<file path="src/rtl/display_cmd_dispatcher_pkg.sv">
// Shared command-word layout, action codes and dispatcher state constants
// for the display command path.
package display_cmd_pkg;

  localparam int CMD_W = 32;

  localparam int COMP_MSB   = 31;
  localparam int COMP_LSB   = 26;
  localparam int SUB_MSB    = 25;
  localparam int SUB_LSB    = 21;
  localparam int ACTION_MSB = 20;
  localparam int ACTION_LSB = 17;
  localparam int TYPE_MSB   = 16;
  localparam int TYPE_LSB   = 14;
  localparam int BUF_BIT    = 13;
  localparam int MSG_MSB    = 12;
  localparam int MSG_LSB    = 0;

  localparam logic [3:0] ACTION_NOP   = 4'b0000;
  localparam logic [3:0] ACTION_WRITE = 4'b0001;
  localparam logic [3:0] ACTION_FLUSH = 4'b1111;

  typedef logic [1:0] state_t;
  localparam state_t ST_IDLE        = 2'd0;
  localparam state_t ST_ISSUE       = 2'd1;
  localparam state_t ST_WAIT_VBLANK = 2'd2;

  function automatic logic [3:0] cmd_action(input logic [CMD_W-1:0] word);
    return word[ACTION_MSB:ACTION_LSB];
  endfunction

  // Every issued word targets the buffer that is not on screen.
  function automatic logic [CMD_W-1:0] stamp_back(input logic [CMD_W-1:0] word,
                                                  input logic front);
    logic [CMD_W-1:0] stamped;
    stamped          = word;
    stamped[BUF_BIT] = ~front;
    return stamped;
  endfunction

endpackage

</file>
<file path="src/rtl/display_cmd_dispatcher_fifo.sv">
// First-word-fall-through command FIFO: head is valid whenever empty is low,
// level counts 0..DEPTH exactly using one extra pointer bit.
module cmd_fifo
  import display_cmd_pkg::*;
#(
  parameter int  DEPTH = 16,
  parameter int  WIDTH = CMD_W,
  localparam int AW    = $clog2(DEPTH),
  localparam int LW    = AW + 1
) (
  input  logic             clk,
  input  logic             reset,
  input  logic             push,
  input  logic             pop,
  input  logic [WIDTH-1:0] din,
  output logic [WIDTH-1:0] head,
  output logic             full,
  output logic             empty,
  output logic [LW-1:0]    level
);

  logic [WIDTH-1:0] mem [DEPTH];
  logic [LW-1:0]    wr_ptr;
  logic [LW-1:0]    rd_ptr;
  logic             do_push;
  logic             do_pop;

  // A pop frees a slot in the same cycle, so push is still taken when full.
  assign do_pop  = pop && !empty;
  assign do_push = push && (!full || do_pop);
  assign level   = wr_ptr - rd_ptr;
  assign full    = (level == LW'(DEPTH));
  assign empty   = (level == '0);
  assign head    = mem[rd_ptr[AW-1:0]];

  // NOTE: the storage array is deliberately not reset; the pointers alone
  // define which entries are valid, and a reset-free array maps to RAM.
  always_ff @(posedge clk) begin
    if (do_push) mem[wr_ptr[AW-1:0]] <= din;
  end

  // NOTE: state uses non-blocking assignments so every register samples
  // pre-edge values regardless of statement order.
  always_ff @(posedge clk) begin
    if (reset) begin
      wr_ptr <= '0;
      rd_ptr <= '0;
    end else begin
      if (do_push) wr_ptr <= wr_ptr + LW'(1);
      if (do_pop)  rd_ptr <= rd_ptr + LW'(1);
    end
  end

endmodule

</file>
<file path="src/rtl/display_cmd_dispatcher.sv">
// Avalon-MM command buffer for the display components: issues one word per
// cycle stamped with the back-buffer bit and holds frame commits until vblank.
module display_cmd_dispatcher
  import display_cmd_pkg::*;
#(
  parameter int FIFO_DEPTH  = 16,
  parameter int VBLANK_LINE = 480
) (
  input  logic        clk,
  input  logic        reset,
  input  logic        chipselect,
  input  logic        write,
  input  logic        read,
  input  logic        address,
  input  logic [31:0] writedata,
  output logic [31:0] readdata,
  input  logic [9:0]  hcount,
  input  logic [9:0]  vcount,
  output logic [31:0] cmd_out,
  output logic        front_buf
);

  localparam int LW = $clog2(FIFO_DEPTH) + 1;

  logic          push;
  logic          pop;
  logic          full;
  logic          empty;
  logic          ctrl_wr;
  logic          vblank;
  logic          overflow;
  logic          pending_flush;
  logic [31:0]   head;
  logic [LW-1:0] level;
  logic [15:0]   frame_count;
  state_t        state;

  cmd_fifo #(.DEPTH(FIFO_DEPTH), .WIDTH(CMD_W)) u_fifo (
    .clk   (clk),
    .reset (reset),
    .push  (push),
    .pop   (pop),
    .din   (writedata),
    .head  (head),
    .full  (full),
    .empty (empty),
    .level (level)
  );

  assign push          = chipselect && write && !address;
  assign ctrl_wr       = chipselect && write && address;
  assign vblank        = (vcount == 10'(VBLANK_LINE)) && (hcount == '0);
  assign pending_flush = (state == ST_WAIT_VBLANK);

  always_comb begin
    // NOTE: assign a default before any branch so no path infers a latch.
    pop = 1'b0;
    if (!empty) begin
      if (state == ST_WAIT_VBLANK) pop = vblank;
      else                         pop = (cmd_action(head) != ACTION_FLUSH);
    end
  end

  always_ff @(posedge clk) begin
    if (reset) begin
      state       <= ST_IDLE;
      cmd_out     <= '0;
      front_buf   <= 1'b0;
      frame_count <= '0;
      overflow    <= 1'b0;
      readdata    <= '0;
    end else begin
      cmd_out <= '0;
      case (state)
        ST_WAIT_VBLANK: begin
          if (pop) begin
            cmd_out     <= stamp_back(head, front_buf);
            front_buf   <= ~front_buf;
            frame_count <= frame_count + 16'd1;
            state       <= ST_IDLE;
          end
        end
        default: begin
          // A non-empty FIFO that is not popped has a commit at its head.
          if (pop) begin
            cmd_out <= stamp_back(head, front_buf);
            state   <= ST_ISSUE;
          end else if (!empty) begin
            state <= ST_WAIT_VBLANK;
          end else begin
            state <= ST_IDLE;
          end
        end
      endcase

      if (push && full && !pop)           overflow <= 1'b1;
      else if (ctrl_wr && writedata[0])   overflow <= 1'b0;

      if (chipselect && read) begin
        readdata <= {frame_count, 6'b0, overflow, pending_flush, front_buf,
                     2'b0, 5'(level)};
      end
    end
  end

endmodule

</file>
<file path="config.mk">
export PLATFORM = sky130hd
export DESIGN_NAME = display_cmd_dispatcher
export DESIGN_NICKNAME = d
export VERILOG_FILES = /design/src/rtl/display_cmd_dispatcher_pkg.sv /design/src/rtl/display_cmd_dispatcher_fifo.sv /design/src/rtl/display_cmd_dispatcher.sv
export SDC_FILE = /design/constraint.sdc
export NUM_CORES = 1
export LEC_CHECK = 0
export ABC_AREA = 1
export BUFFER_PORTS_ARGS = -buffer_cell sky130_fd_sc_hd__buf_4
export CORE_UTILIZATION = 55
export DETAILED_ROUTE_END_ITERATION = 8
export PLACE_DENSITY = 0.75
export SYNTH_ARGS = -nofsm -noshare
export SYNTH_HDL_FRONTEND = slang
export SYNTH_HIERARCHICAL = 1
export SYNTH_SLANG_ARGS = --single-unit
export TNS_END_PERCENT = 10
</file>
<file path="constraint.sdc">
create_clock -name clk -period 7.1 [get_ports clk]
set_input_delay 1.42 -clock clk [delete_from_list [all_inputs] [get_ports clk]]
set_output_delay 1.42 -clock clk [all_outputs]
set_load 0.05 [all_outputs]
</file>
==> metrics.log, run 1 <==
INFO  metric dieHeight = 210 µm
INFO  metric worst_skew_pair.late_latency = 0.61 ns
INFO  metric worst_hold_path.num_cells = 2
INFO  metric worstSetupPathType = reg -> reg
INFO  metric gpl.final_weighted_congestion = 0.819
INFO  metric maximum_level_of_the_cts_h_tree = 2
INFO  metric timing.hold.worst.start = frame_count[14]
INFO  metric route.met3.wl = 3.23 mm
INFO  metric cts-root-buf = clkbuf_16
INFO  metric maxUsedRoutingLayer = met4
INFO  metric slew_violations = 0
INFO  metric final.setup_skew = 0.0164 ns
INFO  metric placeableCoreArea = 0.0424 mm²
INFO  metric outcome = finished, final reports clean
INFO  metric worstPathBufferInverterCount = 5
INFO  metric critical_path.startpoint_type = flop
INFO  metric initial_core_util = 56.3%
INFO  metric ant_nets = 0
INFO  metric max_cap_viol_count = 0
INFO  metric clock_transition_at_the_register_clock_pins_on_the_worst_setup_and_hold_paths_after_cts = 0.06 ns
INFO  metric detailedRoute.firstIterationViolations = 1,128
INFO  metric yosysWarningCount = 6
INFO  metric full_die_area = 0.0442 mm²
INFO  metric area_growth_syn_to_layout = 12.3%
INFO  metric cts_post_setup_buffers_inserted = 0
INFO  metric antenna_violations_before_repair = 0
INFO  metric clock_path_buffers = 3
INFO  metric worst_hold_slack = 0.477 ns
INFO  metric rsz0062_at_grt = false
INFO  metric number_of_instances_in_the_synthesized_netlist = 1,851
INFO  metric dieWidth = 210 µm
INFO  metric grt_start_max_net_pins = 214
INFO  metric ant_diodes = 0
INFO  metric cpMostUsedCell = nand2_1
INFO  metric cp_data_arrival_time = 4.90 ns
INFO  metric synth.avg_cell_area = 12.9 µm²
INFO  metric final_core_util = 63.2%
INFO  metric cts_inserted_buffers = 56
INFO  metric slowest_delay = 0.84 ns
INFO  metric final-hold-violation-count = 0
INFO  metric final_cell_area = 0.0268 mm²
INFO  metric path_cells = buf_4 > o211ai_1 > nand3_1 > nand2_1 > nand2_1 > nor2_1 > nand2_1 > inv_2 > nor2_1 > nand2_2 > inv_2 > inv_1 > nand4_4 > nand2_4 > nor3_2 > buf_4
INFO  metric finalCriticalPeriod = 4.65 ns
INFO  metric setup_tns_final = 0 ns
INFO  metric io_pins = 123
INFO  metric regToRegSetupSlack = 2.45 ns
INFO  metric layout.filler_cells = 3,203
INFO  metric placed_cells_incl_taps = 2,465
INFO  metric drt-total-wl = 50.7 mm
INFO  metric p_leak = 0.00959 µW
INFO  metric path_delay_family = simple AND/OR/NAND/NOR gates
INFO  metric detailroute.via_count = 14,500
INFO  metric detail_route.first_pass.iterations = 6
INFO  metric cts_hold_buf = 0
INFO  metric areal_power_density_over_the_cells = 340 mW/mm²
INFO  metric route.detailed.wl_per_inst = 19.8 µm
INFO  metric sequential_cell_area = 0.0167 mm²
INFO  metric setup-violations-final = 0
INFO  metric number_of_global_route_vias_before_repair = 14,200
INFO  metric setup.worst_path.end_class = flop
INFO  metric layout.cells.non_filler = 2,568
INFO  metric tightest_slew = 1.07 ns
INFO  metric drc_errors = 0
INFO  metric slowest_stage = nor3_2
INFO  metric detailedPlacementHpwl = 27.6 mm
INFO  metric worst_hold_path.endpoint = frame_count[14]
INFO  metric hold_class = reg -> reg
INFO  metric grt_usage = 23.4%
INFO  metric area_of_the_multi_input_gates = 0.00578 mm²
INFO  metric final_layout_size_suffix_gt1_share = 14.7%
INFO  metric reg2regPathDepth = 16
INFO  metric wire_length_of_the_first_global_routing_pass = 78.9 mm
INFO  metric cp_data_required_time = 7.35 ns
INFO  metric clock_sinks = 586
INFO  metric final.period_utilization = 65.5%
INFO  metric crit_path_max_fanout = 62
INFO  metric max-vdd-ir-drop = 0.000366 V
INFO  metric timing.fmax = 0.215 GHz
INFO  metric drt-met1-wl = 21.4 mm
INFO  metric cts_tree = built
INFO  metric placedInstanceArea = 0.0251 mm²
INFO  metric grt_overflow_total = 0
INFO  metric placement.io_buffers = 113
INFO  metric via_per_inst = 5.64
INFO  metric gates_resized_cts_repair = 0
INFO  metric num_rows = 75
INFO  metric nets = 2,015
INFO  metric met2WireLength = 24.6 mm
INFO  metric synthesis.area = 0.0239 mm²
INFO  metric r2r_end = u_fifo/mem[14][18]
INFO  metric maxSlewHeadroom = 28.4%
## worst max-delay path by stage
stage / from / end / slack, ns / depth (start not counted)
after global routing: flop / u_fifo/mem[14][18] / 2.12 / 16
after detailed placement: flop / u_fifo/mem[14][22] / 2.44 / 16
after CTS: flop / u_fifo/mem[14][29] / 2.42 / 16
after global placement: flop / u_fifo/mem[14][22] / 2.50 / 16
final: flop / u_fifo/mem[14][18] / 2.45 / 16
after floorplan: hcount[4] / u_fifo/mem[14][0] / 2.03 / 14
## layout by cell type, fill, tap and decap left out, drive strengths merged, types with 5 or more instances in the layout
cell	count
xor2	15
nand3	53
nor3	15
xnor2	5
edfxtp	496
clkbuf	68
o211ai	124
dfxtp	90
nand2	138
nor2	101
ha	10
inv	212
buf	146
conb	8
clkinv	24
a21oi	161
o21ai	185
clkinvlp	6
mux2i	124
## state kept, by name, indices dropped and copies added (netlist names), named ones only
register	cells
cmd_out	32
frame_count	16
front_buf	1
overflow	1
readdata	24
state	2
u_fifo/mem	496
u_fifo/rd_ptr	5
u_fifo/wr_ptr	5
## worst min-delay path, cell delays in order (launching register included)
cell,delay (ns)
dfxtp_1,0.31
nand2_1,0.06
a21oi_1,0.06
## cell type report
type,count,area share [%]
clock inverters,35,0.877
inverters,209,2.94
well taps,577,2.69
repair buffers,146,4.13
multi-input cells,947,21.6
clock buffers,68,5.47
flip-flops and latches,586,62.3
## where the power goes
part	internal [µW]	total, µW	switching (µW)
logic	798	2320	1520
clock network	1540	2780	1240
registers	3840	4010	166
## layer usage
layer	vias to the layer above	global-route usage [%]
met4	0	8.83
met1	7126	31.1
met2	455	38.8
met3	101	4.08
li1	6799	-
met5	-	0
## per-stage QoR
| step | setup slack (ns) | power (µW) |
|---|---|---|
| 5_1_grt | 2.12 | 9530 |
| 4_1_cts | 2.42 | 9160 |
| 2_1_floorplan | 2.03 | 5930 |
| 3_3_place_gp | 2.50 | 6330 |
| 6_report | 2.45 | 9110 |
| 3_5_place_dp | 2.44 | 6390 |
Power figures use the tool's default switching activity.
==> inputs of run 2 (changes only) <==
PLACE_DENSITY = 0.78   (was 0.75)
clock period = 3.8 ns   (was 7.1 ns; I/O delays follow)
==> run 2 against run 1 <==
Compared with the run above: utilization up 1.4 points; cell count up 1.4%; clock power up 96%.
==> metrics.log, run 2 (synthesis gave the netlist of run 1 again) <==
INFO  metric outcome = finished, final reports clean
INFO  metric final_core_util = 64.6%
INFO  metric wire_length_of_the_first_global_routing_pass = 78.9 mm
INFO  metric nets = 2,047
INFO  metric timing.fmax = 0.275 GHz
INFO  metric worstPathBufferInverterCount = 7
INFO  metric slowest_delay = 0.88 ns
INFO  metric route.detailed.wl_per_inst = 19.8 µm
INFO  metric reg2reg_from = u_fifo/wr_ptr[0]
INFO  metric grt_start_max_net_pins = 206
INFO  metric cts_inserted_buffers = 58
INFO  metric worst_hold_path.num_cells = 1
INFO  metric detailedPlacementHpwl = 28.9 mm
INFO  metric full_die_area = 0.0442 mm²
INFO  metric maxSlewHeadroom = 10.6%
INFO  metric max_cap_viol_count = 0
INFO  metric setup.worst_path.end_class = flop
INFO  metric max-vdd-ir-drop = 0.000554 V
INFO  metric cp_data_required_time = 4.10 ns
INFO  metric worstSetupPathType = reg -> reg
INFO  metric slew_violations = 0
INFO  metric path_cells = inv_1 > ha_1 > inv_1 > fa_2 > or2_1 > nor2_2 > nand3_2 > inv_1 > nor2_2 > nand2_2 > inv_2 > inv_1 > nand4_4 > nand2_4 > buf_6 > nor3_4 > buf_12
INFO  metric swShare = 31.7%
INFO  metric path_delay_family = simple AND/OR/NAND/NOR gates
INFO  metric detailedRoute.firstIterationViolations = 1,282
INFO  metric final.period_utilization = 95.9%
INFO  metric detail_route.first_pass.iterations = 5
INFO  metric power_frac_clock = 31.0%
INFO  metric dieWidth = 210 µm
INFO  metric share_comb_of_total_power = 27.4%
INFO  metric p_seq_share = 41.5%
INFO  metric cts_hold_buf = 0
INFO  metric setup_tns_final = 0 ns
INFO  metric clock_sinks = 586
INFO  metric area_growth_syn_to_layout = 14.7%
INFO  metric final.setup_skew = 0.0255 ns
INFO  metric p_int = 12,000 µW
INFO  metric leading_cell_type_in_the_layout_fill_and_taps_excluded = edfxtp_1
INFO  metric p_leak = 0.00996 µW
INFO  metric crit_path_max_fanout = 17
INFO  metric placeableCoreArea = 0.0424 mm²
INFO  metric placed_cells_incl_taps = 2,494
INFO  metric critical_path.startpoint_type = flop
INFO  metric place_ws = -0.0163 ns
INFO  metric clock_path_buffers = 3
INFO  metric worst_skew_pair.late_latency = 0.62 ns
INFO  metric grt_usage = 23.4%
INFO  metric cts-root-buf = clkbuf_16
INFO  metric initial_core_util = 56.3%
INFO  metric drt-total-wl = 51.5 mm
INFO  metric antenna_violations_before_repair = 2
INFO  metric ant_nets = 0
INFO  metric final_layout_size_suffix_gt1_share = 16.4%
INFO  metric num_rows = 75
INFO  metric p_total = 17,600 µW
INFO  metric io_pins = 123
INFO  metric timing.final.ws_setup = 0.157 ns
INFO  metric switchingPower = 5580 µW
INFO  metric placement.io_buffers = 113
INFO  metric reg2regPathDepth = 17
INFO  metric layout.cells.non_filler = 2,604
INFO  metric most-common-layout-cells = edfxtp_1, inv_1, o21ai_0
INFO  metric cp_data_arrival_time = 3.95 ns
INFO  metric rsz0062_at_grt = true
INFO  metric clock_transition_at_the_register_clock_pins_on_the_worst_setup_and_hold_paths_after_cts = 0.06 ns
INFO  metric crit_path_from = u_fifo/wr_ptr[0]
INFO  metric detailroute.via_count = 14,700
INFO  metric finalCriticalPeriod = 3.64 ns
INFO  metric final-hold-violation-count = 0
INFO  metric cpMostUsedCell = inv_1
INFO  metric cts_tree = built
INFO  metric maximum_level_of_the_cts_h_tree = 2
INFO  metric slowest_stage = nor3_4
INFO  metric timing.hold.worst.start = writedata[1]
INFO  metric via_per_inst = 5.66
INFO  metric grt_overflow_total = 0
INFO  metric gpl.final_weighted_congestion = 0.813
INFO  metric largest_register_ff_count = 496
INFO  metric number_of_global_route_vias_before_repair = 14,500
INFO  metric areal_power_density_over_the_cells = 642 mW/mm²
INFO  metric dieHeight = 210 µm
INFO  metric drc_errors = 0
INFO  metric cp_num_cells = 17
INFO  metric setup-violations-final = 0
INFO  metric tightest_slew = 1.34 ns
INFO  metric hold_class = in -> reg
[run 2: cell count changes in the layout (fill, tap and decap cells not counted), moves of 2 or more]
cell | previous run | this run
buf_12 | 1 | 9
buf_4 | 145 | 163
buf_6 | 0 | 3
clkbuf_1 | 11 | 14
clkbuf_16 | 57 | 59
clkbuf_8 | 0 | 5
clkinv_1 | 14 | 9
clkinv_2 | 10 | 14
clkinv_4 | 0 | 2
clkinvlp_4 | 6 | 1
nor3_2 | 15 | 0
nor3_4 | 0 | 15
[run 2: power groups by stage]
| stage | Sequential [µW] | Clock (µW) | Combinational, µW |
|---|---|---|---|
| 3_3_place_gp | 7440 | 0 | 4650 |
| 3_5_place_dp | 7450 | 0 | 4780 |
| 4_1_cts | 7310 | 5530 | 4810 |
| 6_report | 7310 | 5460 | 4820 |
| 2_1_floorplan | 7880 | 0 | 3200 |
| 5_1_grt | 7330 | 5760 | 5260 |
[run 2: path summary, 6_finish.rpt]
| path | to | slack, ns |
|---|---|---|
| max | u_fifo/mem[5][20] | 0.16 |
| min | u_fifo/mem[15][1] | 0.44 |
| max reg2reg | u_fifo/mem[5][20] | 0.16 |
| min reg2reg | frame_count[14] | 0.47 |
[run 2: cell type report]
| type | count | area, µm² |
|---|---|---|
| inverters | 209 | 788 |
| flip-flops and latches | 586 | 16700 |
| repair buffers | 176 | 1450 |
| well taps | 577 | 722 |
| diodes | 1 | 2.50 |
| clock buffers | 78 | 1600 |
| fillers | 3018 | 15000 |
| multi-input cells | 947 | 5890 |
| clock inverters | 30 | 231 |
[run 2: repair_timing]
item / in CTS / in global routing
endpoints found under the hold margin: 0 / 0
setup endpoints to repair: 33 / 77
pin swaps: 1 / 1
gates resized for setup: 1 / 7
setup buffers: 1 / 0
[run 2: through the flow]
stage / area (µm²) / hold slack (ns)
after floorplan: 24000 / 0.445
after global routing: 27400 / 0.439
final: 27400 / 0.442
after detailed placement: 25500 / 0.466
after global placement: 25500 / 0.451
after CTS: 27400 / 0.415
[run 2: per-layer routing]
metal / vias to the layer above / global-route usage (%) / share of wire [%]
met1: 7197 / 30.1 / 40
met5: - / 0 / 0.052
met4: 4 / 7.50 / 2.6
li1: 6870 / - / -
met2: 559 / 40.1 / 50
met3: 106 / 4.45 / 7.2
